$ cat src/rtl/sme_pkg.sv
// Shared constants, default sizes and FSM state type for the string match engine.
package sme_pkg;

    localparam int CW_DEF      = 8;
    localparam int STR_MAX_DEF = 32;
    localparam int PAT_MAX_DEF = 8;

    localparam logic [7:0] CHR_SPACE  = 8'h20;
    localparam logic [7:0] CHR_CARET  = 8'h5E;
    localparam logic [7:0] CHR_DOLLAR = 8'h24;
    localparam logic [7:0] CHR_DOT    = 8'h2E;
    localparam logic [7:0] CHR_STAR   = 8'h2A;

    typedef enum logic [2:0] {
        ST_IDLE,
        ST_LOAD_STR,
        ST_LOAD_PAT,
        ST_SEARCH,
        ST_REPORT
    } state_e;

endpackage

$ cat src/rtl/sme_char_cmp.sv
// Single pattern token against the string character at the current position,
// including the word-boundary tests for the zero-width anchors.
module sme_char_cmp
    import sme_pkg::*;
#(
    parameter int CW = CW_DEF
) (
    input  logic [CW-1:0] tok,
    input  logic [CW-1:0] chr,
    input  logic [CW-1:0] prev_chr,
    input  logic          at_start,
    input  logic          at_end,
    output logic          is_star,
    output logic          is_zero,
    output logic          ok
);

    // Classify the token and decide whether it is satisfied at this position.
    always_comb begin
        is_star = 1'b0;
        is_zero = 1'b0;
        ok      = 1'b0;
        if (tok == CW'(CHR_STAR)) begin
            is_star = 1'b1;
            ok      = 1'b1;
        end else if (tok == CW'(CHR_CARET)) begin
            is_zero = 1'b1;
            ok      = at_start || (prev_chr == CW'(CHR_SPACE));
        end else if (tok == CW'(CHR_DOLLAR)) begin
            is_zero = 1'b1;
            ok      = at_end || (chr == CW'(CHR_SPACE));
        end else if (tok == CW'(CHR_DOT)) begin
            ok = !at_end;
        end else begin
            ok = !at_end && (chr == tok);
        end
    end

endmodule

$ cat src/rtl/sme_multi.sv
// String match engine: loads a string and a pattern in bursts, then searches
// one comparison or backtrack step per cycle and reports leftmost or all matches.
module sme_multi
    import sme_pkg::*;
#(
    parameter int CW      = CW_DEF,
    parameter int STR_MAX = STR_MAX_DEF,
    parameter int PAT_MAX = PAT_MAX_DEF,
    parameter int IDXW    = $clog2(STR_MAX + 1)
) (
    input  logic            clk,
    input  logic            reset,
    input  logic [CW-1:0]   chardata,
    input  logic            isstring,
    input  logic            ispattern,
    input  logic            find_all,
    output logic            match,
    output logic [IDXW-1:0] match_index,
    output logic [IDXW-1:0] match_len,
    output logic            valid,
    output logic            last,
    output logic            busy,
    output logic            overflow
);

    localparam int PW = $clog2(PAT_MAX + 1);

    state_e          state_q, state_d;
    logic [CW-1:0]   str_mem_q [0:STR_MAX];
    logic [CW-1:0]   str_mem_d [0:STR_MAX];
    logic [CW-1:0]   pat_mem_q [0:PAT_MAX];
    logic [CW-1:0]   pat_mem_d [0:PAT_MAX];
    logic [IDXW-1:0] str_len_q, str_len_d;
    logic [PW-1:0]   pat_len_q, pat_len_d;
    logic            str_ovf_q, str_ovf_d;
    logic            pat_ovf_q, pat_ovf_d;
    logic            find_all_q, find_all_d;
    logic [IDXW-1:0] s_q, s_d, i_q, i_d, star_i_q, star_i_d;
    logic [PW-1:0]   j_q, j_d, star_j_q, star_j_d;
    logic            star_v_q, star_v_d;
    logic            exhausted_q, exhausted_d;
    logic            match_q, match_d, last_q, last_d;
    logic [IDXW-1:0] idx_q, idx_d, len_q, len_d;

    logic            pat_en;
    logic [IDXW-1:0] prev_idx;
    logic            cmp_star, cmp_zero, cmp_ok;

    // A pattern character that arrives together with a string character is dropped.
    assign pat_en   = ispattern & ~isstring;
    assign prev_idx = (i_q == '0) ? '0 : i_q - 1'b1;

    sme_char_cmp #(.CW(CW)) u_cmp (
        .tok      (pat_mem_q[j_q]),
        .chr      (str_mem_q[i_q]),
        .prev_chr (str_mem_q[prev_idx]),
        .at_start (i_q == '0),
        .at_end   (i_q == str_len_q),
        .is_star  (cmp_star),
        .is_zero  (cmp_zero),
        .ok       (cmp_ok)
    );

    // Burst loading; each burst kind keeps its own sticky overflow bit so a
    // pattern load does not hide that the string was truncated.
    always_comb begin
        str_mem_d  = str_mem_q;
        pat_mem_d  = pat_mem_q;
        str_len_d  = str_len_q;
        pat_len_d  = pat_len_q;
        str_ovf_d  = str_ovf_q;
        pat_ovf_d  = pat_ovf_q;
        find_all_d = find_all_q;
        if (isstring) begin
            if (state_q != ST_LOAD_STR) begin
                str_mem_d[0] = chardata;
                str_len_d    = IDXW'(1);
                str_ovf_d    = 1'b0;
            end else if (str_len_q < IDXW'(STR_MAX)) begin
                str_mem_d[str_len_q] = chardata;
                str_len_d            = str_len_q + 1'b1;
            end else begin
                str_ovf_d = 1'b1;
            end
        end else if (pat_en) begin
            if (state_q != ST_LOAD_PAT) begin
                pat_mem_d[0] = chardata;
                pat_len_d    = PW'(1);
                pat_ovf_d    = 1'b0;
                find_all_d   = find_all;
            end else if (pat_len_q < PW'(PAT_MAX)) begin
                pat_mem_d[pat_len_q] = chardata;
                pat_len_d            = pat_len_q + 1'b1;
            end else begin
                pat_ovf_d = 1'b1;
            end
        end
    end

    // Next state and search step: a new burst always wins and aborts any search.
    always_comb begin
        state_d     = state_q;
        s_d         = s_q;
        i_d         = i_q;
        j_d         = j_q;
        star_i_d    = star_i_q;
        star_j_d    = star_j_q;
        star_v_d    = star_v_q;
        exhausted_d = exhausted_q;
        match_d     = match_q;
        last_d      = last_q;
        idx_d       = idx_q;
        len_d       = len_q;
        if (isstring) begin
            state_d = ST_LOAD_STR;
        end else if (pat_en) begin
            state_d = ST_LOAD_PAT;
        end else begin
            case (state_q)
                ST_IDLE: state_d = ST_IDLE;
                ST_LOAD_STR: state_d = ST_IDLE;
                ST_LOAD_PAT: begin
                    state_d     = ST_SEARCH;
                    s_d         = '0;
                    i_d         = '0;
                    j_d         = '0;
                    star_v_d    = 1'b0;
                    exhausted_d = 1'b0;
                end
                ST_SEARCH: begin
                    if (exhausted_q) begin
                        match_d = 1'b0;
                        last_d  = 1'b1;
                        state_d = ST_REPORT;
                    end else if (j_q == pat_len_q) begin
                        match_d  = 1'b1;
                        idx_d    = s_q;
                        len_d    = i_q - s_q;
                        last_d   = ~find_all_q;
                        state_d  = ST_REPORT;
                        star_v_d = 1'b0;
                        j_d      = '0;
                        if (s_q == str_len_q) begin
                            exhausted_d = 1'b1;
                        end else begin
                            s_d = s_q + 1'b1;
                            i_d = s_q + 1'b1;
                        end
                    end else if (cmp_star) begin
                        star_v_d = 1'b1;
                        star_j_d = j_q;
                        star_i_d = i_q;
                        j_d      = j_q + 1'b1;
                    end else if (cmp_ok) begin
                        j_d = j_q + 1'b1;
                        if (!cmp_zero) begin
                            i_d = i_q + 1'b1;
                        end
                    end else if (star_v_q && (star_i_q != str_len_q)) begin
                        star_i_d = star_i_q + 1'b1;
                        i_d      = star_i_q + 1'b1;
                        j_d      = star_j_q + 1'b1;
                    end else if (s_q == str_len_q) begin
                        match_d = 1'b0;
                        last_d  = 1'b1;
                        state_d = ST_REPORT;
                    end else begin
                        s_d      = s_q + 1'b1;
                        i_d      = s_q + 1'b1;
                        j_d      = '0;
                        star_v_d = 1'b0;
                    end
                end
                ST_REPORT: state_d = last_q ? ST_IDLE : ST_SEARCH;
                default: state_d = ST_IDLE;
            endcase
        end
    end

    // Control and result registers with synchronous reset.
    always_ff @(posedge clk) begin
        if (reset) begin
            state_q     <= ST_IDLE;
            str_len_q   <= '0;
            pat_len_q   <= '0;
            str_ovf_q   <= 1'b0;
            pat_ovf_q   <= 1'b0;
            find_all_q  <= 1'b0;
            s_q         <= '0;
            i_q         <= '0;
            j_q         <= '0;
            star_i_q    <= '0;
            star_j_q    <= '0;
            star_v_q    <= 1'b0;
            exhausted_q <= 1'b0;
            match_q     <= 1'b0;
            last_q      <= 1'b0;
            idx_q       <= '0;
            len_q       <= '0;
        end else begin
            state_q     <= state_d;
            str_len_q   <= str_len_d;
            pat_len_q   <= pat_len_d;
            str_ovf_q   <= str_ovf_d;
            pat_ovf_q   <= pat_ovf_d;
            find_all_q  <= find_all_d;
            s_q         <= s_d;
            i_q         <= i_d;
            j_q         <= j_d;
            star_i_q    <= star_i_d;
            star_j_q    <= star_j_d;
            star_v_q    <= star_v_d;
            exhausted_q <= exhausted_d;
            match_q     <= match_d;
            last_q      <= last_d;
            idx_q       <= idx_d;
            len_q       <= len_d;
        end
    end

    // Character storage; contents beyond the stored lengths are never read.
    always_ff @(posedge clk) begin
        str_mem_q <= str_mem_d;
        pat_mem_q <= pat_mem_d;
    end

    assign valid       = (state_q == ST_REPORT);
    assign last        = last_q & valid;
    assign busy        = (state_q == ST_SEARCH) || (state_q == ST_REPORT);
    assign overflow    = str_ovf_q | pat_ovf_q;
    assign match       = match_q;
    assign match_index = idx_q;
    assign match_len   = len_q;

endmodule

$ cat config.mk
export PLATFORM = sky130hd
export DESIGN_NAME = sme_multi
export DESIGN_NICKNAME = d
export VERILOG_FILES = /design/src/rtl/sme_pkg.sv /design/src/rtl/sme_char_cmp.sv /design/src/rtl/sme_multi.sv
export SDC_FILE = /design/constraint.sdc
export NUM_CORES = 1
export LEC_CHECK = 0
export BUFFER_PORTS_ARGS = -buffer_cell sky130_fd_sc_hd__buf_2
export CAP_MARGIN = 25
export CORE_ASPECT_RATIO = 0.7
export CORE_MARGIN = 2
export CORE_UTILIZATION = 39
export DETAILED_ROUTE_END_ITERATION = 8
export SYNTH_ARGS = -nofsm -noshare
export SYNTH_HDL_FRONTEND = slang
export SYNTH_SLANG_ARGS = --single-unit
$ cat constraint.sdc
create_clock -name clk -period 6.2 [get_ports clk]
set_input_delay 1.24 -clock clk [delete_from_list [all_inputs] [get_ports clk]]
set_output_delay 1.24 -clock clk [all_outputs]
set_load 0.02 [all_outputs]
==> flow_metrics.env <==
export IMPL_status="finished clean"
export IMPL_gr_total_overflow=0
export IMPL_internal_power_mw=4.26
export IMPL_critical_path_class="flip-flop to flip-flop"
export IMPL_setup_ws_ns=0.672
export IMPL_area_growth_pct=11.6
export IMPL_synth_area_um2=19200
export IMPL_cp_max_fo=21
export IMPL_cts_resized=0
export IMPL_synth_adder_area_share=0.0121
export IMPL_clockBufferDepth=3
export IMPL_setup_violations=0
export IMPL_grt_pass1_vias=13300
export IMPL_grt_util_all_layers=0.233
export IMPL_cts_buffers=40
export IMPL_drt_iter0_markers=1907
export IMPL_ys_async_sr_fraction=0
export IMPL_initial_core_util=0.398
export IMPL_core_area_um2=48200
export IMPL_insertion_delay_ns=0.57
export IMPL_syn_area_per_cell_um2=12.7
export IMPL_synth_compound_area_frac=0.118
export IMPL_synth_simple_gate_area_share=0.126
export IMPL_synth_top_cell_area_share=0.526
export IMPL_antenna_found_initial=0
export IMPL_yosysSeqAreaShare=0.586
export IMPL_dieArea_um2=51000
export IMPL_fin_cells=2229
export IMPL_rsz0062_at_grt="false"
export IMPL_r2r_slack_ns=0.67
export IMPL_cap_viol_max_count=0
export IMPL_cts_root_buf="clkbuf_16"
export IMPL_period_share=0.892
export IMPL_cp_required_ns=6.67
export IMPL_final_layout_size_suffix_gt1_frac=0.143
export IMPL_combinationalPowerShare=0.030
export IMPL_cts_htree_levels=2
export IMPL_ir_drop_mv=0.171
export IMPL_synth_seq_cells=394
export IMPL_wl_per_cell_um=26.9
export IMPL_nNetsFinal=1576
export IMPL_antenna_cells=0
export IMPL_ys_top_cells_by_area="edfxtp_1 (53%), mux4_2 (7.2%), dfxtp_1 (6.0%), mux2i_1 (2.8%), nor2_1 (2.3%)"
export IMPL_grt_pass1_wl_mm=89.3
export IMPL_post_dp_hpwl_mm=41.9
export IMPL_slew_viol_final=0
export IMPL_min_period_ns=5.53
export IMPL_rows=67
export IMPL_cp_arrival_ns=6.00
export IMPL_synthMuxAreaShare=0.108
export IMPL_finalSetupTns_ns=0
export IMPL_routed_via_density=6.16
export IMPL_p_per_area_nw_per_um2=253
export IMPL_switching_share=0.214
export IMPL_cts_sinks=394
export IMPL_relSlewSlack=0.285
export IMPL_pwr_share_clk=0.433
export IMPL_dp_cells=2154
export IMPL_postCtsSetupRepairBufs=0
export IMPL_netlist_instances=1510
export IMPL_grt_max_degree=115
export IMPL_synth_top_area_cell="edfxtp_1"
export IMPL_drc=0
export IMPL_ant_nets=0
export IMPL_synth_cell_type_count=84
export IMPL_seq_power_share=0.537
export IMPL_final_core_util=0.444
export IMPL_port_buffers=29
export IMPL_p_leak_nw=6.82
export IMPL_cts_tree="built"
export IMPL_ys_warn_count=0
export IMPL_synth_top_family_by_area="simple AND/OR/NAND/NOR gates"
export IMPL_die_w_um=269
export IMPL_synthFlopType="edfxtp_1"
export IMPL_worst_slew_pin_slew_ns=1.07
export IMPL_ioPinCount=30
export IMPL_clock_fmax_mhz=181
export IMPL_synth_edf_count=336
export IMPL_wl_mm=60.0
export IMPL_place_congestion=0.975
export IMPL_post_place_ws_ns=0.866
export IMPL_clk_pin_slew_ns=0.06
export IMPL_synthXorXnorAreaFrac=0.0210
export IMPL_power_switching_mw=1.16
export IMPL_finalHoldViolCount=0
export IMPL_drt_pass1_iter_count=5
export IMPL_start_kind="flip-flop"
export IMPL_fin_skew_ns=0.0257
export IMPL_cts_hold_buf=0
export IMPL_hold_class="flip-flop to flip-flop"
export IMPL_die_h_um=190
export IMPL_end_kind="flip-flop"
export IMPL_route_vias_total=13700
-- layout make-up --
cell class              instances  area [um^2]
inverters                      29          109
repair buffers                 74          541
multi-input cells            1006         7460
clock inverters                22          198
fillers                      4339        26800
flip-flops and latches        394        11300
well taps                     655          820
clock buffers                  49         1030
-- Yosys cell counts (all sizes together), types with 8 or more instances --
master    n
and2      8
nor2b    34
o21ai    59
xnor2    30
mux4     64
nand4    11
a31oi    12
a22oi    27
ha       17
nand2b   11
nand3b   11
inv      28
nor3b    18
nor4     20
a22o     23
o211ai   14
and3     16
o31ai    10
clkbuf   54
mux2      8
dfxtp    58
buf      42
nand3    31
xor2     16
edfxtp  336
mux2i    53
nor2    120
a211oi   25
nand2   102
nor3     60
a21oi    72
-- layer usage --
layer / vias to the layer above / GRT usage / wire length [um]
met4: 0 / 0.0432 / 936
met3: 72 / 0.0632 / 6580
met1: 7006 / 0.372 / 28700
met2: 710 / 0.313 / 23800
li1: 5944 / - / -
met5: - / 0 / 0
-- placed cells by master, fill, tap and decap left out, drive strengths merged, types with 27 or more instances in the layout --
master and count:
mux4 64, mux2i 53, o21ai 59, dfxtp 58, buf 74, xnor2 30, nand2 102, inv 31
clkbuf 49, a22oi 27, nor2 120, edfxtp 336, a21oi 72, nand3 31, nor2b 34, nor3 60
-- state kept, by name, summed over array words and instances (netlist names) --
signal,count
pat_mem_q,72
state_q,3
pat_ovf_q,1
match_index,6
find_all_q,1
match,1
exhausted_q,1
j_q,4
pat_len_q,4
str_len_q,6
last_q,1
str_ovf_q,1
i_q,6
match_len,6
s_q,6
str_mem_q,264
star_j_q,4
star_i_q,6
star_v_q,1
-- logic make-up after synthesis --
logic type,count (synthesis)
adder cells (fa/ha/maj),18
flip-flops,394
AND/OR/NAND/NOR,475
AO/OA/AOI/OAI,326
multiplexers,125
other,1
XOR/XNOR,46
buffers and inverters,125
-- power by group through the flow --
| stage | clock network, mW | logic [mW] | registers, mW |
|---|---|---|---|
| 3_5_place_dp | 0 | 0.158 | 2.96 |
| 3_3_place_gp | 0 | 0.156 | 2.96 |
| 5_1_grt | 2.48 | 0.177 | 2.91 |
| 6_report | 2.34 | 0.162 | 2.91 |
| 2_1_floorplan | 0 | 0.0834 | 2.96 |
| 4_1_cts | 2.38 | 0.158 | 2.91 |
-- per-stage QoR --
| stage | power, mW | cell area, um^2 | hold WS [ns] |
|---|---|---|---|
| after floorplan | 3.04 | 19200 | 0.448 |
| after global placement | 3.12 | 20100 | 0.439 |
| after detailed placement | 3.12 | 20100 | 0.449 |
| after CTS | 5.44 | 21400 | 0.458 |
| after global routing | 5.56 | 21400 | 0.480 |
| final | 5.41 | 21400 | 0.454 |
-- path summary, 6_finish.rpt --
check / depth (start not counted) / start / to
hold reg to reg: 2 / match_index[5]$_SDFFE_PP0P_ / match_index[5]$_SDFFE_PP0P_
setup / recovery: 14 / i_q[1]$_SDFFE_PP0P_ / i_q[2]$_SDFFE_PP0P_
setup reg to reg: 14 / i_q[1]$_SDFFE_PP0P_ / i_q[2]$_SDFFE_PP0P_
hold / removal: 2 / match_index[5]$_SDFFE_PP0P_ / match_index[5]$_SDFFE_PP0P_
-- critical path, cell delays in order, from the launching register on --
cell and delay [ns]:
dfxtp_4 0.35, inv_1 0.26, ha_1 0.38, nor4b_1 0.59, o21a_1 0.57, buf_4 0.24
o21ai_0 0.13, a31o_2 0.25, a221oi_1 0.59, a21oi_1 0.27, o211a_1 0.33, o21bai_2 0.72
nor4_1 0.12, or4_1 0.55, o211ai_1 0.10
Note: power is estimated with default switching activity, not from simulation.
